### src/rtl/vga_pixel_gen.sv
// rtl/vga_pixel_gen.sv - two-stage VGA pixel pipeline drawing a bouncing, flashing box
// Optional screen border outline is built when BORDER_EN is defined.
module vga_pixel_gen #(
  parameter int BOX_SIZE     = 32,
  parameter int STEP         = 2,
  parameter int FLASH_FRAMES = 15
) (
  input  logic       clk,
  input  logic       rst,
  input  logic       hsync_in,
  input  logic       vsync_in,
  input  logic [9:0] x_in,
  input  logic [9:0] y_in,
  input  logic       pause,
  output logic       hsync_out,
  output logic       vsync_out,
  output logic [2:0] red,
  output logic [2:0] green,
  output logic [1:0] blue,
  output logic       frame_tick
);

  localparam int          FW     = $clog2(FLASH_FRAMES + 1);
  localparam logic [10:0] X_MAX  = 11'(640 - BOX_SIZE);
  localparam logic [10:0] Y_MAX  = 11'(480 - BOX_SIZE);
  localparam logic [10:0] STEP_W = 11'(STEP);
  localparam logic [10:0] BOX_W  = 11'(BOX_SIZE);

  typedef enum logic {RUN, PAUSED} state_t;

  state_t          r_state, w_state_next;
  logic [9:0]      r_bx, r_by, w_bx_next, w_by_next;
  logic            r_dx_left, r_dy_up, w_dx_left_next, w_dy_up_next;
  logic            w_bounce_x, w_bounce_y, w_move;
  logic [FW-1:0]   r_flash_cnt, w_flash_next;
  logic            r_vs_prev, r_frame_tick;
  logic            r1_active, r1_in_box, r1_white, r1_hs, r1_vs;
  logic            r2_hs, r2_vs;
  logic [7:0]      r2_rgb;
  logic [10:0]     w_bx_sum, w_bx_diff, w_by_sum, w_by_diff;
  logic            w_active, w_in_box;
`ifdef BORDER_EN
  logic            r1_border, w_border;
`endif

  always_comb begin
    w_state_next = r_state;
    if (r_frame_tick) begin
      if (r_state == RUN && pause)        w_state_next = PAUSED;
      else if (r_state == PAUSED && !pause) w_state_next = RUN;
    end
  end

  // Only a tick that leaves the FSM in RUN moves the box, so the pausing tick itself holds.
  assign w_move = r_frame_tick && (w_state_next == RUN);

  assign w_bx_sum  = {1'b0, r_bx} + STEP_W;
  assign w_bx_diff = {1'b0, r_bx} - STEP_W;
  assign w_by_sum  = {1'b0, r_by} + STEP_W;
  assign w_by_diff = {1'b0, r_by} - STEP_W;

  always_comb begin
    w_bx_next      = r_bx;
    w_by_next      = r_by;
    w_dx_left_next = r_dx_left;
    w_dy_up_next   = r_dy_up;
    w_bounce_x     = 1'b0;
    w_bounce_y     = 1'b0;
    if (!r_dx_left) begin
      if (w_bx_sum >= X_MAX) begin
        w_bx_next = X_MAX[9:0]; w_dx_left_next = 1'b1; w_bounce_x = 1'b1;
      end else w_bx_next = w_bx_sum[9:0];
    end else begin
      if ({1'b0, r_bx} < STEP_W + 11'd1) begin
        w_bx_next = 10'd0; w_dx_left_next = 1'b0; w_bounce_x = 1'b1;
      end else w_bx_next = w_bx_diff[9:0];
    end
    if (!r_dy_up) begin
      if (w_by_sum >= Y_MAX) begin
        w_by_next = Y_MAX[9:0]; w_dy_up_next = 1'b1; w_bounce_y = 1'b1;
      end else w_by_next = w_by_sum[9:0];
    end else begin
      if ({1'b0, r_by} < STEP_W + 11'd1) begin
        w_by_next = 10'd0; w_dy_up_next = 1'b0; w_bounce_y = 1'b1;
      end else w_by_next = w_by_diff[9:0];
    end
    if (w_bounce_x || w_bounce_y)  w_flash_next = FW'(FLASH_FRAMES);
    else if (r_flash_cnt != '0)    w_flash_next = r_flash_cnt - 1'b1;
    else                           w_flash_next = r_flash_cnt;
  end

  always_ff @(posedge clk or posedge rst) begin
    if (rst) begin
      r_state      <= RUN;
      r_bx         <= '0;
      r_by         <= '0;
      r_dx_left    <= 1'b0;
      r_dy_up      <= 1'b0;
      r_flash_cnt  <= '0;
      r_vs_prev    <= 1'b1;
      r_frame_tick <= 1'b0;
    end else begin
      r_state      <= w_state_next;
      r_vs_prev    <= vsync_in;
      r_frame_tick <= r_vs_prev && !vsync_in;
      if (w_move) begin
        r_bx        <= w_bx_next;
        r_by        <= w_by_next;
        r_dx_left   <= w_dx_left_next;
        r_dy_up     <= w_dy_up_next;
        r_flash_cnt <= w_flash_next;
      end
    end
  end

  assign w_active = (x_in < 10'd640) && (y_in < 10'd480);
  assign w_in_box = ({1'b0, x_in} >= {1'b0, r_bx}) && ({1'b0, x_in} < {1'b0, r_bx} + BOX_W) &&
                    ({1'b0, y_in} >= {1'b0, r_by}) && ({1'b0, y_in} < {1'b0, r_by} + BOX_W);
`ifdef BORDER_EN
  assign w_border = (x_in == 10'd0) || (x_in == 10'd639) || (y_in == 10'd0) || (y_in == 10'd479);
`endif

  always_ff @(posedge clk or posedge rst) begin
    if (rst) begin
      r1_active <= 1'b0;
      r1_in_box <= 1'b0;
      r1_white  <= 1'b0;
      r1_hs     <= 1'b1;
      r1_vs     <= 1'b1;
`ifdef BORDER_EN
      r1_border <= 1'b0;
`endif
      r2_hs     <= 1'b1;
      r2_vs     <= 1'b1;
      r2_rgb    <= 8'h00;
    end else begin
      r1_active <= w_active;
      r1_in_box <= w_in_box;
      r1_white  <= (r_flash_cnt != '0) && r_flash_cnt[0];
      r1_hs     <= hsync_in;
      r1_vs     <= vsync_in;
`ifdef BORDER_EN
      r1_border <= w_border;
`endif
      r2_hs     <= r1_hs;
      r2_vs     <= r1_vs;
      if (!r1_active)     r2_rgb <= 8'h00;
      else if (r1_in_box) r2_rgb <= r1_white ? 8'hFF : 8'hE0;
`ifdef BORDER_EN
      else if (r1_border) r2_rgb <= 8'hFF;
`endif
      else                r2_rgb <= 8'h01;
    end
  end

  assign hsync_out          = r2_hs;
  assign vsync_out          = r2_vs;
  assign {red, green, blue} = r2_rgb;
  assign frame_tick         = r_frame_tick;

endmodule

### config.mk
export PLATFORM = sky130hd
export DESIGN_NAME = vga_pixel_gen
export DESIGN_NICKNAME = d
export VERILOG_FILES = /design/src/rtl/vga_pixel_gen.sv
export SDC_FILE = /design/constraint.sdc
export NUM_CORES = 1
export LEC_CHECK = 0
export BUFFER_PORTS_ARGS = -buffer_cell sky130_fd_sc_hd__buf_2
export CAP_MARGIN = 10
export CORE_ASPECT_RATIO = 1.75
export CORE_MARGIN = 5
export CORE_UTILIZATION = 25
export DETAILED_ROUTE_END_ITERATION = 10
export PLACE_DENSITY = 0.43
export SLEW_MARGIN = 0
export SYNTH_ARGS = -nofsm -noshare
export SYNTH_HDL_FRONTEND = slang
export SYNTH_SLANG_ARGS = --single-unit
export TNS_END_PERCENT = 10
### constraint.sdc
create_clock -name clk -period 2.59 [get_ports clk]
set_input_delay 0.3885 -clock clk [delete_from_list [all_inputs] [get_ports clk]]
set_output_delay 0.3885 -clock clk [all_outputs]
set_load 0.1 [all_outputs]
==> impl_metrics.ini, run 1 <==
[sta]
setup_viol_count_final = 0
worstMarginPinSlew_ns = 0.8730
setup_tns_ns = 0
hold_ws_ns = 0.2009
timing.final.crit_share = 0.9663
slew_viol_final = 0
worst_clock_skew_ns = 0.009035
max_freq_mhz = 399.6
rsz0062_at_grt = true
period_minus_slack_ns = 2.503
finalHoldViolCount = 0
slew_headroom = 0.4029
worst_slack_ns = 0.08726

[synth]
synth_area_leader_cell = dfrtp_1
synth_top_area_share = 0.2550
syn_area_per_cell_um2 = 8.449
synthDistinctLibCells = 52
ys_top_cells_by_area = dfrtp_1 (26%), ha_1 (15%), a21oi_1 (4.3%), dfstp_2 (3.5%), o21ai_0 (3.1%)
synth_commonest_cells = ha_1 (37), dfrtp_1 (31), a21oi_1 (26), inv_1 (25), nand2_1 (23)
ys.flop_type = dfrtp_1
synthCells = 360
async_reset_ff_frac = 1.000
synthesis.area_mm2 = 0.003042
synth_edf_count = 0
ys_warn_count = 0
synth.most_common_cell = ha_1
ys_seq_area_frac = 0.2896
synth_nets = 422
synth-seq-cells = 35

[die]
pin_count = 36
rows = 53
die_area_mm2 = 0.01456
design.core.area_mm2 = 0.01200
fp.dieH_um = 155.9
initial_core_util = 0.2534
die_w_um = 93.38

[worst_setup_path]
cp-end-kind = register
arrival_ns = 2.72
start_kind = register
cp_slowest_stage_delay_ns = 0.45
cpMaxStageDelayCell = dfrtp_2
cp_top_family = compound AO/OA/AOI/OAI gates
critPathRequiredTime_ns = 2.81
path_common_cell = a21o_1
crit_fanout = 5
worstPathCellList = and3_4, xnor2_1, ha_1, a21o_1, a21o_1, a211oi_2, o41ai_2, a2111oi_4, buf_4
cp_num_buf_inv = 1
worstSetupPathType = reg -> reg

[routing]
wire_per_inst_um = 16.69
finalWirelength_um = 9578
ant_nets = 0
drc = 0
drtPass1Iterations = 6
vias_per_cell = 5.230
drt_iter0_drc = 121
vias = 3002

[placement]
portBuffers = 33
gp_congestion = 0.8422
dp_hpwl_um = 7304
placed_area_mm2 = 0.003521
dp_cells = 565
dp_slack_ns = -0.2825

[power]
cellPowerDensity_mw_per_mm2 = 1018
total_power_mw = 3.853
vdd_drop_max_uv = 393.6
p_leak_nw = 1.603

[clock_network]
cts_root_buffer = clkbuf_16
clock_path_buffers = 2
clkLatencyLatePin_ns = 0.29
ctsHtreeMaxLevel = 2
cts-buffers-inserted = 5
clock-sinks = 35
cts_tree = built
ctsHoldBuffers = 0
clkTransAtPathRegs_ns = 0.06

[run]
drv_cap = 0

[grt]
grt_pass1_vias = 3044
grt_pass1_wl_um = 15020
grt_use_met2 = 0.2645
use_met3 = 0.01882
busiest_layer = met2
grt_use_met1 = 0.1232
grt_overflow = 0
antenna_found_initial = 0
grt.total_usage = 0.1314
grt_max_degree = 36

[finish]
nets = 470
utilization = 0.3152
layout-drive-gt1-share = 0.2298
fin_area_mm2 = 0.003784
diodes = 0
areaGrowthSynthToFinish_pct = 24.39
fillCellCount = 1281
final_cells = 574

[outcome]
status = finished clean

[hold_path]
worstHoldPathType = in -> reg
==> per-layer routing <==
layer,vias to the layer above,wire [µm]
li1,1453,-
met1,1444,3344
met4,0,376
met2,78,5595
met3,27,261
met5,-,0
==> power breakdown <==
| group | internal, mW | switching (mW) |
|---|---|---|
| combinational | 0.877 | 1.19 |
| clock | 0.552 | 0.249 |
| sequential | 0.716 | 0.266 |
==> cell usage in the layout, fill, tap and decap left out, types with 4 or more instances in the layout <==
master	Yosys	layout
and2_1	4	4
clkbuf_16	0	5
nand3_1	18	18
a31oi_1	9	9
a21oi_1	26	25
inv_1	25	25
dfrtp_1	31	29
buf_4	7	31
nor2b_1	5	5
and3_1	4	4
nand4_1	9	9
o21a_1	8	8
xnor2_1	9	9
dfstp_2	4	4
buf_2	4	33
a211oi_1	5	4
o22ai_1	8	8
nor2_1	20	20
ha_1	37	35
nor3_1	16	16
a21o_1	4	4
nand2_1	23	23
or3_1	5	5
o21ai_0	19	19
==> final timing paths <==
kind,to,from,slack (ns),depth (start not counted)
worst max-delay path,r1_in_box,r_bx[5],0.09,9
worst min-delay path,r1_hs,hsync_in,0.20,1
worst max register to register,r1_in_box,r_bx[5],0.09,9
worst min register to register,hsync_out,r1_hs,0.35,0
max in group asynchronous,r_bx[5],rst,2.02,3
min in group asynchronous,r_flash_cnt[3],rst,0.21,3
==> cell type report <==
type                            instances  area, µm²  share of cell area
Clock buffer                            6      128.9             0.03406
Tap cell                              165      206.4             0.05456
Timing Repair Buffer                   64      397.9              0.1052
Sequential cell                        35      883.3              0.2335
Inverter                               25      93.84             0.02480
Clock inverter                          2      60.06             0.01587
Multi-Input combinational cell        277       2013              0.5321
==> flip-flops by register name, summed over array words and instances, names as in the netlist <==
register     count
r_bx             9
r_by             9
r_flash_cnt      4
r2_rgb           3
frame_tick       1
hsync_out        1
r1_active        1
r1_hs            1
r1_in_box        1
r1_vs            1
r1_white         1
r_dx_left        1
r_dy_up          1
vsync_out        1
==> cells by family after synthesis <==
family | Yosys count | synth area share
buffers and inverters | 48 | 0.06952
and+or+nand+nor | 116 | 0.1987
DFF | 35 | 0.2896
xor gates and xnor gates | 9 | 0.02592
AOI/OAI and AO/OA | 115 | 0.2641
adders and majority gates | 37 | 0.1522
==> timing repair <==
action,4_1_cts,5_1_grt
gates resized for setup,2,11
pin swaps,0,1
buffers inserted,0,1
setup endpoints to repair,1,7
(Power assumes the default switching activity.)
==> inputs of run 2 (changes only) <==
Settings changed: REMOVE_ABC_BUFFERS set to 1.
==> impl_metrics.ini, run 2 (synthesis gave the netlist of run 1 again) <==
[clock_network]
ctsHtreeMaxLevel = 2
clkTransAtPathRegs_ns = 0.06
clock_path_buffers = 2
ctsHoldBuffers = 0
cts-buffers-inserted = 5
clkLatencyLatePin_ns = 0.29
cts_root_buffer = clkbuf_16
clock-sinks = 35
cts_tree = built

[sta]
period_minus_slack_ns = 2.527
slew_headroom = 0.5873
setup_tns_ns = 0
rsz0062_at_grt = false
setup_viol_count_final = 0
finalHoldViolCount = 0
worstMarginPinSlew_ns = 0.6161
worst_clock_skew_ns = 0.01022
slew_viol_final = 0
max_freq_mhz = 395.8
hold_ws_ns = 0.1948
timing.final.crit_share = 0.9755

[worst_setup_path]
rr_startpoint = r_bx[1]
timing.reg2reg.setup_slack_ns = 0.06
cp-end-kind = register
crit_fanout = 7
start_kind = register
critPathRequiredTime_ns = 2.76
worstSetupPathType = reg -> reg
critPathLaunch = r_bx[1]
arrival_ns = 2.69

[hold_path]
min_from = hsync_in
worstHoldPathType = in -> reg

[placement]
placed_area_mm2 = 0.003513
dp_hpwl_um = 7287
portBuffers = 33
gp_congestion = 0.8435

[power]
p_sw_mw = 1.670
cellPowerDensity_mw_per_mm2 = 973.9
p_leak_nw = 1.572
clock_power_share = 0.170
power_frac_seq = 0.269
vdd_drop_max_uv = 502.3
p_int_mw = 1.930
switching_share = 0.4638
combPwrFrac = 0.561

[routing]
vias = 2944
drc = 0
ant_nets = 0
drtPass1Iterations = 4
wire_per_inst_um = 16.39
drt_iter0_drc = 120
finalWirelength_um = 9390
vias_per_cell = 5.138

[die]
design.core.area_mm2 = 0.01200
rows = 53
die_w_um = 93.38
initial_core_util = 0.2534
die_area_mm2 = 0.01456
pin_count = 36
fp.dieH_um = 155.9

[run]
drv_cap = 0

[finish]
fin_area_mm2 = 0.003696
areaGrowthSynthToFinish_pct = 21.51
final_common_cell = ha_1
layout-drive-gt1-share = 0.2181
most-common-layout-cells = ha_1 (36), buf_2 (33), dfrtp_1 (29), buf_4 (29), a21oi_1 (26)
reg_top3 = r_bx: 9 flops, r_by: 9 flops, r_flash_cnt: 4 flops
nets = 469
diodes = 0

[outcome]
status = finished clean

[grt]
grt_max_degree = 36
grt_pass1_vias = 3222
grt_overflow = 0
antenna_found_initial = 0
grt_pass1_wl_um = 15380
grt.total_usage = 0.1326
==> run 2: stage by stage <==
step	util	power, mW	std cells	setup WS [ns]
finish	0.3079	3.600	573	0.06346
global route	0.3079	3.914	573	0.002884
CTS	0.3048	3.585	572	0.03900
detailed placement	0.2927	2.953	564	0.05676
global placement	0.2927	2.915	564	0.07703
floorplan	-	2.202	337	-0.4681
==> run 2: final cells by class <==
cell class	instances	area [µm²]
inverters	25	93.84
multi-input cells	277	1964
well taps	165	206.4
clock inverters	3	20.02
flip-flops and latches	35	883.3
fillers	1302	8307
clock buffers	5	125.1
repair buffers	63	402.9
==> run 2: path summary, 6_finish.rpt <==
check                              to  depth (start not counted)
max in group asynchronous     r_bx[6]                          3
min in group asynchronous  frame_tick                          3
hold reg to reg             hsync_out                          0
setup reg to reg              r_bx[7]                          9
hold / removal                  r1_hs                          1
setup / recovery              r_bx[7]                          9
==> run 2: timing repair <==
action,in CTS,in global routing
buffers inserted,0,1
endpoints found under the setup margin,0,5
gates resized for setup,0,5
==> run 2: layer usage <==
layer,part of all wire,global-route usage,wire length [µm]
met1,0.35,0.1236,3326
met2,0.59,0.2717,5539
met3,0.026,0.01641,247
met4,0.029,0.06359,276
met5,0,0,0
==> run 2: power groups by stage <==
stage | clock [mW] | sequential, mW | combinational, mW
2_1_floorplan | 0 | 1.03 | 1.17
3_3_place_gp | 0 | 0.966 | 1.95
3_5_place_dp | 0 | 0.971 | 1.98
4_1_cts | 0.632 | 0.962 | 1.99
5_1_grt | 0.651 | 1.00 | 2.26
6_report | 0.611 | 0.970 | 2.02
==> run 2: worst max-delay path, cell delays in order (launching register included) <==
cell       delay [ns]
dfrtp_1          0.38
ha_2             0.24
and3_1           0.20
or4b_2           0.64
nand3_2          0.15
buf_12           0.12
a2111oi_4        0.05
buf_4            0.19
a221oi_1         0.30
o22ai_1          0.12
==> inputs of run 3 (changes only) <==
Settings changed: BUFFER_PORTS_ARGS -buffer_cell sky130_fd_sc_hd__buf_2 to not set, CORE_MARGIN 5 to not set, CTS_BUF_LIST set to sky130_fd_sc_hd__clkbuf_4, DONT_BUFFER_PORTS set to 1, PLACE_DENSITY 0.43 to 0.4.
==> impl_metrics.ini, run 3 (synthesis gave the netlist of run 1 again) <==
[worst_setup_path]
critPathRequiredTime_ns = 2.89
worstSetupPathType = reg -> reg
cp_top_family = compound AO/OA/AOI/OAI gates
timing.reg2reg.setup_slack_ns = 0.12
cp_slowest_stage_delay_ns = 0.41
start_kind = register
cp_num_buf_inv = 2
cpMaxStageDelayCell = dfrtp_1
crit_fanout = 9
cp-end-kind = register
arrival_ns = 2.77
worstPathCellList = buf_4, and3_4, xnor2_1, ha_1, a21o_1, a21o_1, a211oi_2, o41ai_2, a2111oi_2, buf_4

[sta]
worst_clock_skew_ns = 0.01304
max_freq_mhz = 404.7
setup_viol_count_final = 0
rsz0062_at_grt = true
hold_ws_ns = 0.01014
timing.final.crit_share = 0.9540
worst_slack_ns = 0.1192
setup_tns_ns = 0
slew_headroom = 0.4228
period_minus_slack_ns = 2.471
worstMarginPinSlew_ns = 0.8664
finalHoldViolCount = 0
slew_viol_final = 0

[placement]
portBuffers = 0
dp_cells = 503
gp_congestion = 0.8467
dp_slack_ns = -0.005486
placed_area_mm2 = 0.003331
dp_hpwl_um = 7055

[routing]
top_layer = met4
vias = 2875
ant_nets = 0
drt-met1-wl_um = 3299
vias_per_cell = 5.593
wire_per_inst_um = 17.87
drtPass1Iterations = 6
drc = 0
finalWirelength_um = 9184
dr_wl_met2_um = 5334
drt_iter0_drc = 91
wl_met3_um = 248

[power]
p_leak_nw = 1.416
cellPowerDensity_mw_per_mm2 = 964.8
clock_power_share = 0.129
p_int_mw = 1.736
p_sw_mw = 1.623
power_frac_seq = 0.289
vdd_drop_max_uv = 365.0
switching_share = 0.4832
combPwrFrac = 0.582

[finish]
layout-drive-gt1-share = 0.1645
fin_area_mm2 = 0.003481
reg_top3 = r_bx: 9 flops, r_by: 9 flops, r_flash_cnt: 4 flops
diodes = 0
most-common-layout-cells = ha_1 (35), buf_4 (29), dfrtp_1 (28), inv_1 (25), a21oi_1 (25)
areaGrowthSynthToFinish_pct = 14.44
final_cells = 514
fillCellCount = 1287
final-seq-area_um2 = 887.1
multiInputGateArea_mm2 = 0.001989
nets = 438
final_common_cell = ha_1

[clock_network]
clkLatencyLatePin_ns = 0.37
clkTransAtPathRegs_ns = 0.13
clock_path_buffers = 2
cts-buffers-inserted = 5
ctsHtreeMaxLevel = 2
cts_tree = built
clock-sinks = 35
cts_root_buffer = clkbuf_4

[die]
die_area_mm2 = 0.01263
pin_count = 36
die_w_um = 85.38
rows = 53
initial_core_util = 0.2548
design.core.area_mm2 = 0.01194
fp.dieH_um = 147.9

[grt]
grt_pass1_vias = 2865
grt.total_usage = 0.1492
grt_overflow = 0
grt_max_degree = 36
antenna_found_initial = 0
grt_pass1_wl_um = 14550

[outcome]
status = finished clean

[run]
drv_cap = 0

[hold_path]
worstHoldPathType = in -> async
==> run 3: path summary, 6_finish.rpt <==
kind | start | end | cells past startpoint
max | r_bx[6] | r1_in_box | 10
min | rst | frame_tick | 2
max reg2reg | r_bx[6] | r1_in_box | 10
min reg2reg | r1_hs | hsync_out | 0
max in group asynchronous | rst | r2_rgb[4] | 2
min in group clk | vsync_in | frame_tick | 1
==> run 3: power groups by stage <==
stage	Combinational (mW)	Sequential (mW)	Clock (mW)
CTS	1.93	0.968	0.456
global placement	1.91	0.978	0
finish	1.96	0.970	0.432
detailed placement	1.91	0.979	0
global route	2.20	0.997	0.465
floorplan	1.17	1.03	0
==> run 3: repair_timing <==
action	in CTS	in global routing
hold endpoints to repair	2	0
buffers inserted	0	1
resized for setup	1	9
setup endpoints to repair	2	7
pin swaps	0	5
hold buffers	2	0
==> run 3: layer usage <==
metal  GRT usage  up-vias
li1            -     1381
met1      0.1424     1411
met2      0.3060       62
met3     0.01954       21
met4     0.06500        0
met5           0        -
==> run 3: cell type report <==
class / instances / area share
sequential: 35 / 0.2549
timing repair buffer: 32 / 0.07405
clock buffer: 5 / 0.01078
tap: 137 / 0.04925
inverter: 25 / 0.02696
multi-input combinational: 277 / 0.5715
clock inverter: 3 / 0.01258
==> run 3: stage by stage <==
stage | util | power (mW)
finish | 0.2916 | 3.358
global route | 0.2916 | 3.660
CTS | 0.2879 | 3.358
detailed placement | 0.2790 | 2.890
global placement | 0.2790 | 2.884
floorplan | - | 2.202
